$ cat src/rtl/cnt69_pkg.sv
// Shared types and widths for the 74LS69-style ripple counter sequencer.
package cnt69_pkg;
  localparam int CNT_W  = 4;
  localparam int WAIT_W = 8;

  typedef enum logic [2:0] {
    ST_IDLE,
    ST_CLEAR,
    ST_FALL,
    ST_RISE,
    ST_SETTLE,
    ST_CHECK
  } state_t;
endpackage

$ cat src/rtl/cnt69_wait.sv
// Loadable down-counter with a zero flag; times the ripple-settle interval.
module cnt69_wait
  import cnt69_pkg::*;
(
  input  logic              clk,
  input  logic              rst_n,
  input  logic              i_load,
  input  logic [WAIT_W-1:0] i_val,
  input  logic              i_dec,
  output logic              o_zero
);
  logic [WAIT_W-1:0] r_cnt;

  always_ff @(posedge clk or negedge rst_n) begin
    if (!rst_n)                      r_cnt <= '0;
    else if (i_load)                 r_cnt <= i_val;
    else if (i_dec && r_cnt != '0)   r_cnt <= r_cnt - 1'b1;
  end

  assign o_zero = (r_cnt == '0);
endmodule

$ cat src/rtl/cnt69_ctrl.sv
// Sequencer that clears a 4-bit ripple counter, issues N pulses and verifies it.
// Optional compare path (SETTLE/CHECK states) enabled by `define CNT69_CHECK_EN.
module cnt69_ctrl
  import cnt69_pkg::*;
#(
  parameter int SETTLE = 4
) (
  input  logic             clk,
  input  logic             clr,
  input  logic             start,
  input  logic [CNT_W-1:0] n,
  input  logic             qa,
  input  logic             qb,
  input  logic             qc,
  input  logic             qd,
  output logic             cclk,
  output logic             cclr,
  output logic             busy,
  output logic             done,
  output logic             err,
  output logic [CNT_W-1:0] q_cap
);
  state_t           r_state, w_nxt;
  logic [CNT_W-1:0] r_n, r_p;
  logic             r_cclk, r_cclr, r_busy, r_done;
  logic             w_done;
  logic             w_last;

  assign w_last = (r_state == ST_CLEAR) ? (r_n == '0) : (r_p == r_n);

`ifdef CNT69_CHECK_EN
  logic             w_load, w_dec, w_zero;
  logic             r_err;
  logic [CNT_W-1:0] r_qcap;

  cnt69_wait u_wait (
    .clk    (clk),
    .rst_n  (clr),
    .i_load (w_load),
    .i_val  (WAIT_W'(SETTLE - 1)),
    .i_dec  (w_dec),
    .o_zero (w_zero)
  );
`else
  logic w_unused_q;
  assign w_unused_q = ^{qa, qb, qc, qd};
`endif

  always_comb begin
    w_nxt  = r_state;
    w_done = 1'b0;
`ifdef CNT69_CHECK_EN
    w_load = 1'b0;
    w_dec  = 1'b0;
`endif
    unique case (r_state)
      ST_IDLE:  if (start) w_nxt = ST_CLEAR;
      ST_FALL:  w_nxt = ST_RISE;
      ST_CLEAR, ST_RISE: begin
        if (w_last) begin
`ifdef CNT69_CHECK_EN
          w_nxt  = ST_SETTLE;
          w_load = 1'b1;
`else
          // No compare stage: finish straight from the last pulse.
          w_nxt  = ST_IDLE;
          w_done = 1'b1;
`endif
        end else begin
          w_nxt = ST_FALL;
        end
      end
`ifdef CNT69_CHECK_EN
      ST_SETTLE: begin
        if (w_zero) begin
          w_nxt  = ST_CHECK;
          w_done = 1'b1;
        end else begin
          w_dec = 1'b1;
        end
      end
      ST_CHECK: w_nxt = ST_IDLE;
`endif
      default:  w_nxt = ST_IDLE;
    endcase
  end

  // Outputs are registered from the next state so they line up with it.
  always_ff @(posedge clk or negedge clr) begin
    if (!clr) begin
      r_state <= ST_IDLE;
      r_n     <= '0;
      r_p     <= '0;
      r_cclk  <= 1'b1;
      r_cclr  <= 1'b0;
      r_busy  <= 1'b0;
      r_done  <= 1'b0;
    end else begin
      r_state <= w_nxt;
      r_cclk  <= (w_nxt != ST_FALL);
      r_cclr  <= (w_nxt != ST_CLEAR);
      r_busy  <= (w_nxt != ST_IDLE);
      r_done  <= w_done;
      if (r_state == ST_IDLE && start) r_n <= n;
      if (r_state == ST_CLEAR)         r_p <= '0;
      else if (r_state == ST_FALL)     r_p <= r_p + 1'b1;
    end
  end

`ifdef CNT69_CHECK_EN
  // Capture on entry to CHECK so q_cap/err are valid alongside done.
  always_ff @(posedge clk or negedge clr) begin
    if (!clr) begin
      r_err  <= 1'b0;
      r_qcap <= '0;
    end else if (r_state == ST_IDLE && start) begin
      r_err  <= 1'b0;
      r_qcap <= '0;
    end else if (r_state == ST_SETTLE && w_nxt == ST_CHECK) begin
      r_qcap <= {qd, qc, qb, qa};
      r_err  <= ({qd, qc, qb, qa} != r_n);
    end
  end

  assign err   = r_err;
  assign q_cap = r_qcap;
`else
  assign err   = 1'b0;
  assign q_cap = '0;
`endif

  assign cclk = r_cclk;
  assign cclr = r_cclr;
  assign busy = r_busy;
  assign done = r_done;
endmodule

$ cat config.mk
export PLATFORM = sky130hd
export DESIGN_NAME = cnt69_ctrl
export DESIGN_NICKNAME = d
export VERILOG_FILES = /design/src/rtl/cnt69_pkg.sv /design/src/rtl/cnt69_wait.sv /design/src/rtl/cnt69_ctrl.sv
export SDC_FILE = /design/constraint.sdc
export NUM_CORES = 1
export LEC_CHECK = 0
export CAP_MARGIN = 25
export CORE_MARGIN = 2
export CORE_UTILIZATION = 40
export CTS_CLUSTER_DIAMETER = 50
export DETAILED_ROUTE_END_ITERATION = 12
export DONT_BUFFER_PORTS = 1
export HOLD_SLACK_MARGIN = 0.08
export PLACE_DENSITY = 0.6
export SYNTH_ARGS = -nofsm -noshare
export SYNTH_HDL_FRONTEND = slang
export SYNTH_SLANG_ARGS = --single-unit
$ cat constraint.sdc
create_clock -name clk -period 1.7 [get_ports clk]
set_input_delay 0.17 -clock clk [delete_from_list [all_inputs] [get_ports clk]]
set_output_delay 0.17 -clock clk [all_outputs]
set_load 0.1 [all_outputs]
==> impl_metrics.yaml, run 1 <==
worst_setup_path:
  crit_type: "reg2reg"
  cp_num_buf_inv: 0
  crit_required_ns: 1.86
  path_cells: "nor4b_4 > mux2_2"
  cp_slowest_stage_delay_ns: 0.43
  critical-path-top-delay-family: "simple AND/OR/NAND/NOR gates"
  cp-start-kind: "flip-flop"
  worstPathMaxFanout: 5
  endpoint_kind: "flip-flop"
  arrival_ns: 1.49
  cp_slowest_cell: "nor4b_4"
synth:
  yosysTopAreaCellShare: 0.445
  synth_area_sq_um: 787
  syn_area_per_cell_sq_um: 10.9
  synth_edf_count: 0
  synth.area.top_cells: "dfrtp_1 (45%), buf_4 (5.7%), mux2_2 (5.7%)"
  synth_commonest_cells: "dfrtp_1 (14), o21ai_0 (7), buf_4 (6), nand2_1 (5)"
  yosys.area.top_type: "dfrtp_1"
  ys_async_sr_fraction: 1.00
  yosys_most_used_dff: "dfrtp_1"
  yosys_warnings: 0
  synth_cells: 72
  ys_seq_area_frac: 0.479
  synth.most_common_cell: "dfrtp_1"
  ys_ff_latch: 15
  synth.distinct_cells: 28
detailed_routing:
  vias: 527
  drc_errors: 0
  ant_nets: 0
  drt_pass1_iterations: 4
  drt_iter0_markers: 13
  drt_wl_total_microns: 1290
  routedWlPerCell_microns: 11.6
  vias_per_cell: 4.75
sta:
  setup_ws_ns: 0.370
  finalMaxSlewViolations: 0
  worst_pin_slew_ns: 0.650
  slew_headroom: 0.565
  fmax_ghz: 0.752
  period_minus_slack_ns: 1.33
  hold_viol: 0
  layout_worst_path_cycle_share: 0.783
  skew_ns: 0.0121
  rsz0062_at_grt: "false"
  tns_ns: 0
  setup_viol: 0
placed_design:
  dpl_cell_area_sq_um: 830
  pre_cts_ws_ns: 0.364
  port_buffers: 0
  dp_hpwl_microns: 933
  place_congestion: 0.771
  numPlacedInstances: 102
die:
  rows: 16
  initial_core_util: 0.414
  core_area_sq_mm: 0.00190
  die_w_microns: 48.4
  ioPinCount: 20
  die_area_sq_mm: 0.00234
  fp.dieH_microns: 48.4
global_route:
  grt_pass1_wl_microns: 2230
  grt_max_degree: 16
  grt_overflow_total: 0
  antenna_found_initial: 0
  grt_pass1_vias: 497
  grtUsageTotal: 0.124
finish:
  drive_gt1_frac: 0.202
  nNetsFinal: 97
  post-route-cell-area_sq_um: 906
  area_growth_pct: 15.1
  insertedDiodeCount: 0
  final_cells: 111
clocking:
  clock_sinks: 15
  cts_root_buffer: "clkbuf_4"
  clk_pin_slew_ns: 0.09
  cts_setup_buffers: 0
  ctsResizeCount: 0
  htree_levels: 1
  cts_buffer_depth: 2
  clk_latency_ns: 0.28
  tritoncts: "yes"
  cts_buffers: 3
pwr:
  vdd_drop_max_v: 0.000648
  p_leak_nw: 0.385
  power_density_mw_per_mm2: 1240
outcome:
  status: "finished clean"
run:
  maxCapViolCount: 0
worst_hold_path:
  hold_class: "in2reg"
## sequential cells by signal (all words and copies together) (netlist names)
signal and cells:
cclk 1, r_p 4, busy 1, r_state 3, done 1, cclr 1
r_n 4
## cell type report
cell class              count  area (sq um)
multi-input cells          50           359
fillers                   181           996
repair buffers             11          95.1
flip-flops and latches     15           377
clock buffers               4          26.3
inverters                   4          15.0
well taps                  27          33.8
## per-stage QoR
step / power [W] / hold WS (ns) / util
6_report: 0.00113 / 0.103 / 0.476
5_1_grt: 0.00120 / 0.111 / 0.476
4_1_cts: 0.00114 / 0.0971 / 0.476
3_5_place_dp: 0.000920 / -0.125 / 0.436
3_3_place_gp: 0.000909 / -0.125 / 0.436
2_1_floorplan: 0.000858 / -0.126 / -
## final timing paths
path / start / end / slack (ns) / cells after the start
setup / recovery: r_state[2] / r_n[1] / 0.37 / 2
hold / removal: start / r_state[0] / 0.10 / 2
setup reg to reg: r_state[2] / r_n[1] / 0.37 / 2
hold reg to reg: r_state[2] / cclr / 0.55 / 2
max in group asynchronous: clr / r_state[2] / 0.92 / 1
min in group asynchronous: clr / r_p[2] / 0.35 / 1
## per-layer routing
layer  GRT usage  routed length (microns)  up-vias
met4      0.0286                       13        0
met1       0.145                      585      243
met2       0.213                      610       16
met3      0.0494                       76        2
li1            -                        -      266
met5           0                        0        -
## where the power goes
group          switching, W  internal [W]
registers          0.000125      0.000436
clock network      0.000108     0.0000909
logic              0.000208      0.000160
total              0.000441      0.000687
## logic make-up (layout without fill, tap and decap cells)
| group | count (synthesis) | in the layout | synth area share |
|---|---|---|---|
| mux | 5 | 5 | 0.0699 |
| other cells | 1 | 6 | 0.00476 |
| simple gates | 17 | 17 | 0.161 |
| compound gates | 17 | 17 | 0.137 |
| fa+ha+maj | 1 | 1 | 0.0159 |
| flops | 15 | 15 | 0.479 |
| xor+xnor | 4 | 4 | 0.0445 |
| buf+inv | 12 | 19 | 0.0890 |
## worst register-to-register path, stage by stage, from the launching register on
cell and delay (ns):
dfrtp_1 0.41, nor4b_4 0.43, mux2_2 0.38
## cells in the final DEF, fill, tap and decap left out, types with 2 or more instances in the layout
cell type	n
dfrtp_1	14
o21ai_0	7
conb_1	6
buf_4	6
nand2_1	5
dlygate4sd3_1	5
xnor2_1	4
inv_1	4
mux2_2	4
a21oi_1	3
clkbuf_4	3
nor2_1	2
nand4_1	2
nor2b_1	2
o32ai_1	2
## repair_timing
| action | in CTS | in global routing |
|---|---|---|
| setup endpoints to repair | 0 | 0 |
| hold endpoints to repair | 19 | 0 |
| hold buffers | 5 | 0 |
No activity file was read; power rests on OpenSTA's default activity.
==> run 2: changes to the inputs <==
--- a/config.mk
+++ b/config.mk
@@ -12,7 +12,7 @@
 export DETAILED_ROUTE_END_ITERATION = 12
 export DONT_BUFFER_PORTS = 1
 export HOLD_SLACK_MARGIN = 0.08
-export PLACE_DENSITY = 0.6
+export PLACE_DENSITY = 0.62
 export SYNTH_ARGS = -nofsm -noshare
 export SYNTH_HDL_FRONTEND = slang
 export SYNTH_SLANG_ARGS = --single-unit
==> constraint.sdc (replaced) <==
create_clock -name clk -period 1.2 [get_ports clk]
set_input_delay 0.12 -clock clk [delete_from_list [all_inputs] [get_ports clk]]
set_output_delay 0.12 -clock clk [all_outputs]
set_load 0.1 [all_outputs]
==> run 2 against run 1 <==
  * The flow now finishes with violations (setup timing)
  * Core utilization increased by 8.0 points
  * Highest routed layer unchanged
  * Critical endpoint unchanged
  * Hold slack better by 0.035 ns
  * Critical path depth grew 1
  * Register-to-register slack got worse by 0.46 ns
  * Largest cell class is now multi-input combinational cells
==> impl_metrics.yaml, run 2 (synthesis results as in run 1) <==
outcome:
  status: "finished with violations"
  violations: "setup timing"
finish:
  n_fill_cell: 170
  area_growth_pct: 34.5
  insertedDiodeCount: 0
  nNetsFinal: 109
  layout_common_cells: "dfrtp_1 (13), buf_4 (12), conb_1 (6), dlygate4sd3_1 (6), nand2_1 (5)"
  post-route-util: 0.557
  drive_gt1_frac: 0.333
  final_common_cell: "dfrtp_1"
  largestRegisters: "r_n x4, r_p x4, r_state x3"
worst_setup_path:
  endpoint_kind: "flip-flop"
  worst_r2r_path_depth: 3
  crit_required_ns: 1.38
  path_cells: "nor4b_4 > buf_6 > mux2_4"
  cp_slowest_cell: "dfrtp_1"
  worstPathMaxFanout: 5
  cp-start-kind: "flip-flop"
  cp_slowest_stage_delay_ns: 0.43
  crit_type: "reg2reg"
  arrival_ns: 1.48
clocking:
  clk_latency_ns: 0.29
  clk_pin_slew_ns: 0.10
  clock_sinks: 15
  cts_buffers: 3
  htree_levels: 1
  cts_root_buffer: "clkbuf_4"
  cts_buffer_depth: 2
  tritoncts: "yes"
detailed_routing:
  drt_iter0_markers: 11
  vias_per_cell: 5.11
  routedWlPerCell_microns: 12.6
  drt_wl_total_microns: 1550
  vias: 628
  drc_errors: 0
  drt_pass1_iterations: 4
  ant_nets: 0
die:
  core_area_sq_mm: 0.00190
  ioPinCount: 20
  die_w_microns: 48.4
  die_area_sq_mm: 0.00234
  initial_core_util: 0.414
  rows: 16
  fp.dieH_microns: 48.4
sta:
  slew_headroom: 0.565
  rsz0062_at_grt: "true"
  finalMaxSlewViolations: 0
  fin_hold_ws_ns: 0.138
  layout_worst_path_cycle_share: 1.08
  period_minus_slack_ns: 1.29
  tns_ns: -0.664
  fmax_ghz: 0.774
  hold_viol: 0
  skew_ns: 0.0116
  setup_ws_ns: -0.0926
  worst_pin_slew_ns: 0.650
  setup_viol: 9
placed_design:
  dp_hpwl_microns: 964
  port_buffers: 0
  pre_cts_ws_ns: -0.0839
  place_congestion: 0.734
worst_hold_path:
  hold_class: "in2reg"
  hold_depth: 3
pwr:
  power_density_mw_per_mm2: 1660
  vdd_drop_max_v: 0.00130
  p_leak_nw: 0.467
global_route:
  grt_overflow_total: 0
  antenna_found_initial: 0
  grt_pass1_wl_microns: 2700
  grtUsageTotal: 0.147
  grt_max_degree: 16
  grt_pass1_vias: 602
run:
  maxCapViolCount: 0
run 2: final timing paths:
check	start	to	slack [ns]
worst max-delay path	r_state[1]	r_n[1]	-0.09
worst min-delay path	start	cclr	0.14
worst max register to register	r_state[1]	r_n[1]	-0.09
worst min register to register	r_p[3]	r_p[3]	0.58
max in group asynchronous	clr	r_n[1]	0.46
min in group asynchronous	clr	r_p[1]	0.29
run 2: routing by layer:
metal	up-vias	GRT usage	wire [microns]
met2	26	0.259	791
met1	307	0.168	643
met4	0	0.0429	13
li1	293	-	-
met5	-	0	0
met3	2	0.0525	101
run 2: cell type report:
cell class,count,area [sq um],share of cell area
repair buffers,23,215,0.203
multi-input cells,50,387,0.365
flip-flops and latches,15,378,0.357
inverters,4,15.0,0.0142
well taps,27,33.8,0.0319
clock inverters,1,7.51,0.00709
clock buffers,3,22.5,0.0213
run 2: power breakdown:
part / leakage (nW) / total (W) / internal, W / switching (W)
sequential: 0.178 / 0.000777 / 0.000619 / 0.000158
combinational: 0.275 / 0.000684 / 0.000324 / 0.000360
clock: 0.0139 / 0.000296 / 0.000127 / 0.000169
run 2: what timing repair did:
action | CTS | global route
pin swaps | 5 | 5
buffers inserted | 4 | 4
setup endpoints to repair | 8 | 12
gates resized for setup | 8 | 6
hold buffers | 6 | 0
endpoints found under the hold margin | 20 | 0
run 2: per-stage QoR:
stage / power (W) / instances / instance area [sq um]
CTS: 0.00170 / 119 / 1010
finish: 0.00176 / 123 / 1060
floorplan: 0.00122 / 77 / 806
global route: 0.00186 / 123 / 1060
detailed placement: 0.00134 / 105 / 865
global placement: 0.00132 / 105 / 865
run 2: worst max-delay path: cells and delay by family (launching register included):
family	cells	cell delay, ns
mux	1	0.30
flops	1	0.43
simple gates	1	0.29
buf+inv	1	0.16
==> run 3: changes to the inputs <==
--- a/config.mk
+++ b/config.mk
@@ -6,13 +6,16 @@
 export NUM_CORES = 1
 export LEC_CHECK = 0
 export CAP_MARGIN = 25
+export CORE_ASPECT_RATIO = 1.5
 export CORE_MARGIN = 2
 export CORE_UTILIZATION = 40
 export CTS_CLUSTER_DIAMETER = 50
 export DETAILED_ROUTE_END_ITERATION = 12
 export DONT_BUFFER_PORTS = 1
 export HOLD_SLACK_MARGIN = 0.08
+export MAX_ROUTING_LAYER = met4
 export PLACE_DENSITY = 0.62
+export SETUP_SLACK_MARGIN = 0.5
 export SYNTH_ARGS = -nofsm -noshare
 export SYNTH_HDL_FRONTEND = slang
 export SYNTH_SLANG_ARGS = --single-unit
==> run 3 against run 2 <==
  * The run ends with hold timing, setup timing left
  * Final cell count fell by 15%
  * Count of clock-buffer cells in the layout rose by 1
  * Die area rose by 0.31%
  * Critical path type unchanged
  * Largest cell class is now sequential cells
  * Clock skew fell by 0.0092 ns
==> impl_metrics.yaml, run 3 (synthesis results as in run 1) <==
outcome:
  status: "finished with violations"
  violations: "hold timing, setup timing"
worst_setup_path:
  r2r-end: "busy"
  endpoint_kind: "flip-flop"
  timing.reg2reg.setup_slack_ns: -0.09
  r2r-start: "r_state[1]"
  cp_slowest_cell: "dfrtp_1"
  arrival_ns: 1.52
  path_cells: "buf_4 > or3b_1 > o32ai_1 > a31o_2"
  cp_slowest_stage_delay_ns: 0.42
  worstPathMaxFanout: 12
  cp_num_buf_inv: 1
  worst_r2r_path_depth: 4
  critical-path-top-delay-family: "flip-flops"
  cp-start-kind: "flip-flop"
  crit_type: "reg2reg"
  crit_required_ns: 1.43
finish:
  layout_common_cells: "dfrtp_1 (11), conb_1 (6), buf_4 (6), nand2_1 (5)"
  insertedDiodeCount: 0
  final_common_cell: "dfrtp_1"
  n_fill_cell: 182
  area_growth_pct: 18.8
  drive_gt1_frac: 0.313
  post-route-cell-area_sq_um: 935
  largestRegisters: "r_n x4, r_p x4, r_state x3"
  nNetsFinal: 96
clocking:
  tritoncts: "yes"
  cts_buffers: 3
  clk_pin_slew_ns: 0.09
  hold_buffers: 1
  htree_levels: 1
  clk_latency_ns: 0.28
  clock_sinks: 15
  cts_root_buffer: "clkbuf_4"
  cts_buffer_depth: 2
sta:
  period_minus_slack_ns: 1.29
  worst_pin_slew_ns: 0.683
  setup_viol: 7
  setup_ws_ns: -0.0935
  rsz0062_at_grt: "true"
  fmax_ghz: 0.773
  hold_viol: 18
  skew_ns: 0.00242
  fin_hold_ws_ns: -0.0686
  tns_ns: -0.399
  layout_worst_path_cycle_share: 1.08
  finalMaxSlewViolations: 0
  slew_headroom: 0.544
placed_design:
  port_buffers: 0
  place_congestion: 0.783
  dp_hpwl_microns: 987
  dpl_cell_area_sq_um: 847
  pre_cts_ws_ns: -0.0859
die:
  die_area_sq_mm: 0.00235
  fp.dieH_microns: 58.3
  rows: 19
  die_w_microns: 40.2
  ioPinCount: 20
  core_area_sq_mm: 0.00185
  initial_core_util: 0.424
detailed_routing:
  vias_per_cell: 5.32
  vias: 553
  drc_errors: 0
  met3WireLength_microns: 58
  drt_pass1_iterations: 5
  drt_iter0_markers: 7
  drt_wl_total_microns: 1360
  wl_met1_microns: 575
  ant_nets: 0
  top_layer: "met4"
  routedWlPerCell_microns: 13.1
  wl_met2_microns: 701
global_route:
  grtUsageTotal: 0.146
  grt_max_degree: 16
  grt_pass1_vias: 526
  grt_pass1_wl_microns: 2300
  antenna_found_initial: 0
  grt_overflow_total: 0
pwr:
  vdd_drop_max_v: 0.00101
  p_leak_nw: 0.407
  power_density_mw_per_mm2: 1850
  power_w: 0.00173
run:
  maxCapViolCount: 0
worst_hold_path:
  hold_class: "in2async"
[run 3: cell types whose count changed in the layout (fill, tap and decap cells not counted), sizes merged]
cell          delta
dlygate4sd3      -6
clkbuf           +1
dlymetal6s4s     +1
buf              -8
clkinvlp         -1
[run 3: how the worst max path moves through the flow]
stage                     from      to  slack, ns  cells after the start
floorplan           r_state[2]  r_n[0]      -0.05                      2
global placement    r_state[2]    busy      -0.07                      4
detailed placement  r_state[2]  r_n[2]      -0.09                      3
CTS                 r_state[1]  r_n[3]       -0.1                      3
global route        r_state[0]  r_n[2]      -0.13                      3
finish              r_state[1]    busy      -0.09                      4
[run 3: stage by stage]
stage               hold WS, ns  std cells  utilization
finish                  -0.0686        104        0.504
global route            -0.0324        104        0.504
CTS                     -0.0271        103        0.493
detailed placement       -0.175         97        0.457
global placement         -0.175         97        0.457
floorplan                -0.176         77            -
[run 3: what timing repair did]
| action | 4_1_cts | 5_1_grt |
|---|---|---|
| buffers inserted | 1 | 1 |
| pin swaps | 3 | 0 |
| gates resized for setup | 6 | 4 |
| setup endpoints to repair | 18 | 33 |
| endpoints found under the hold margin | 20 | 19 |
[run 3: per-layer routing]
| metal | vias up | global-route usage |
|---|---|---|
| met1 | 268 | 0.162 |
| met2 | 18 | 0.228 |
| met3 | 4 | 0.0340 |
| met5 | - | - |
| li1 | 263 | - |
| met4 | 0 | 0.0857 |
[run 3: power breakdown]
part | leakage [nW] | internal [W] | switching, W
clock network | 0.0150 | 0.000129 | 0.000163
registers | 0.175 | 0.000625 | 0.000223
logic | 0.217 | 0.000309 | 0.000282
[run 3: cell type report]
class | instances | area (sq um) | area share
clock buffer | 4 | 26.3 | 0.0281
inverter | 4 | 15.0 | 0.0161
tap | 21 | 26.3 | 0.0281
sequential | 15 | 392 | 0.419
timing repair buffer | 10 | 91.3 | 0.0977
multi-input combinational | 50 | 384 | 0.411
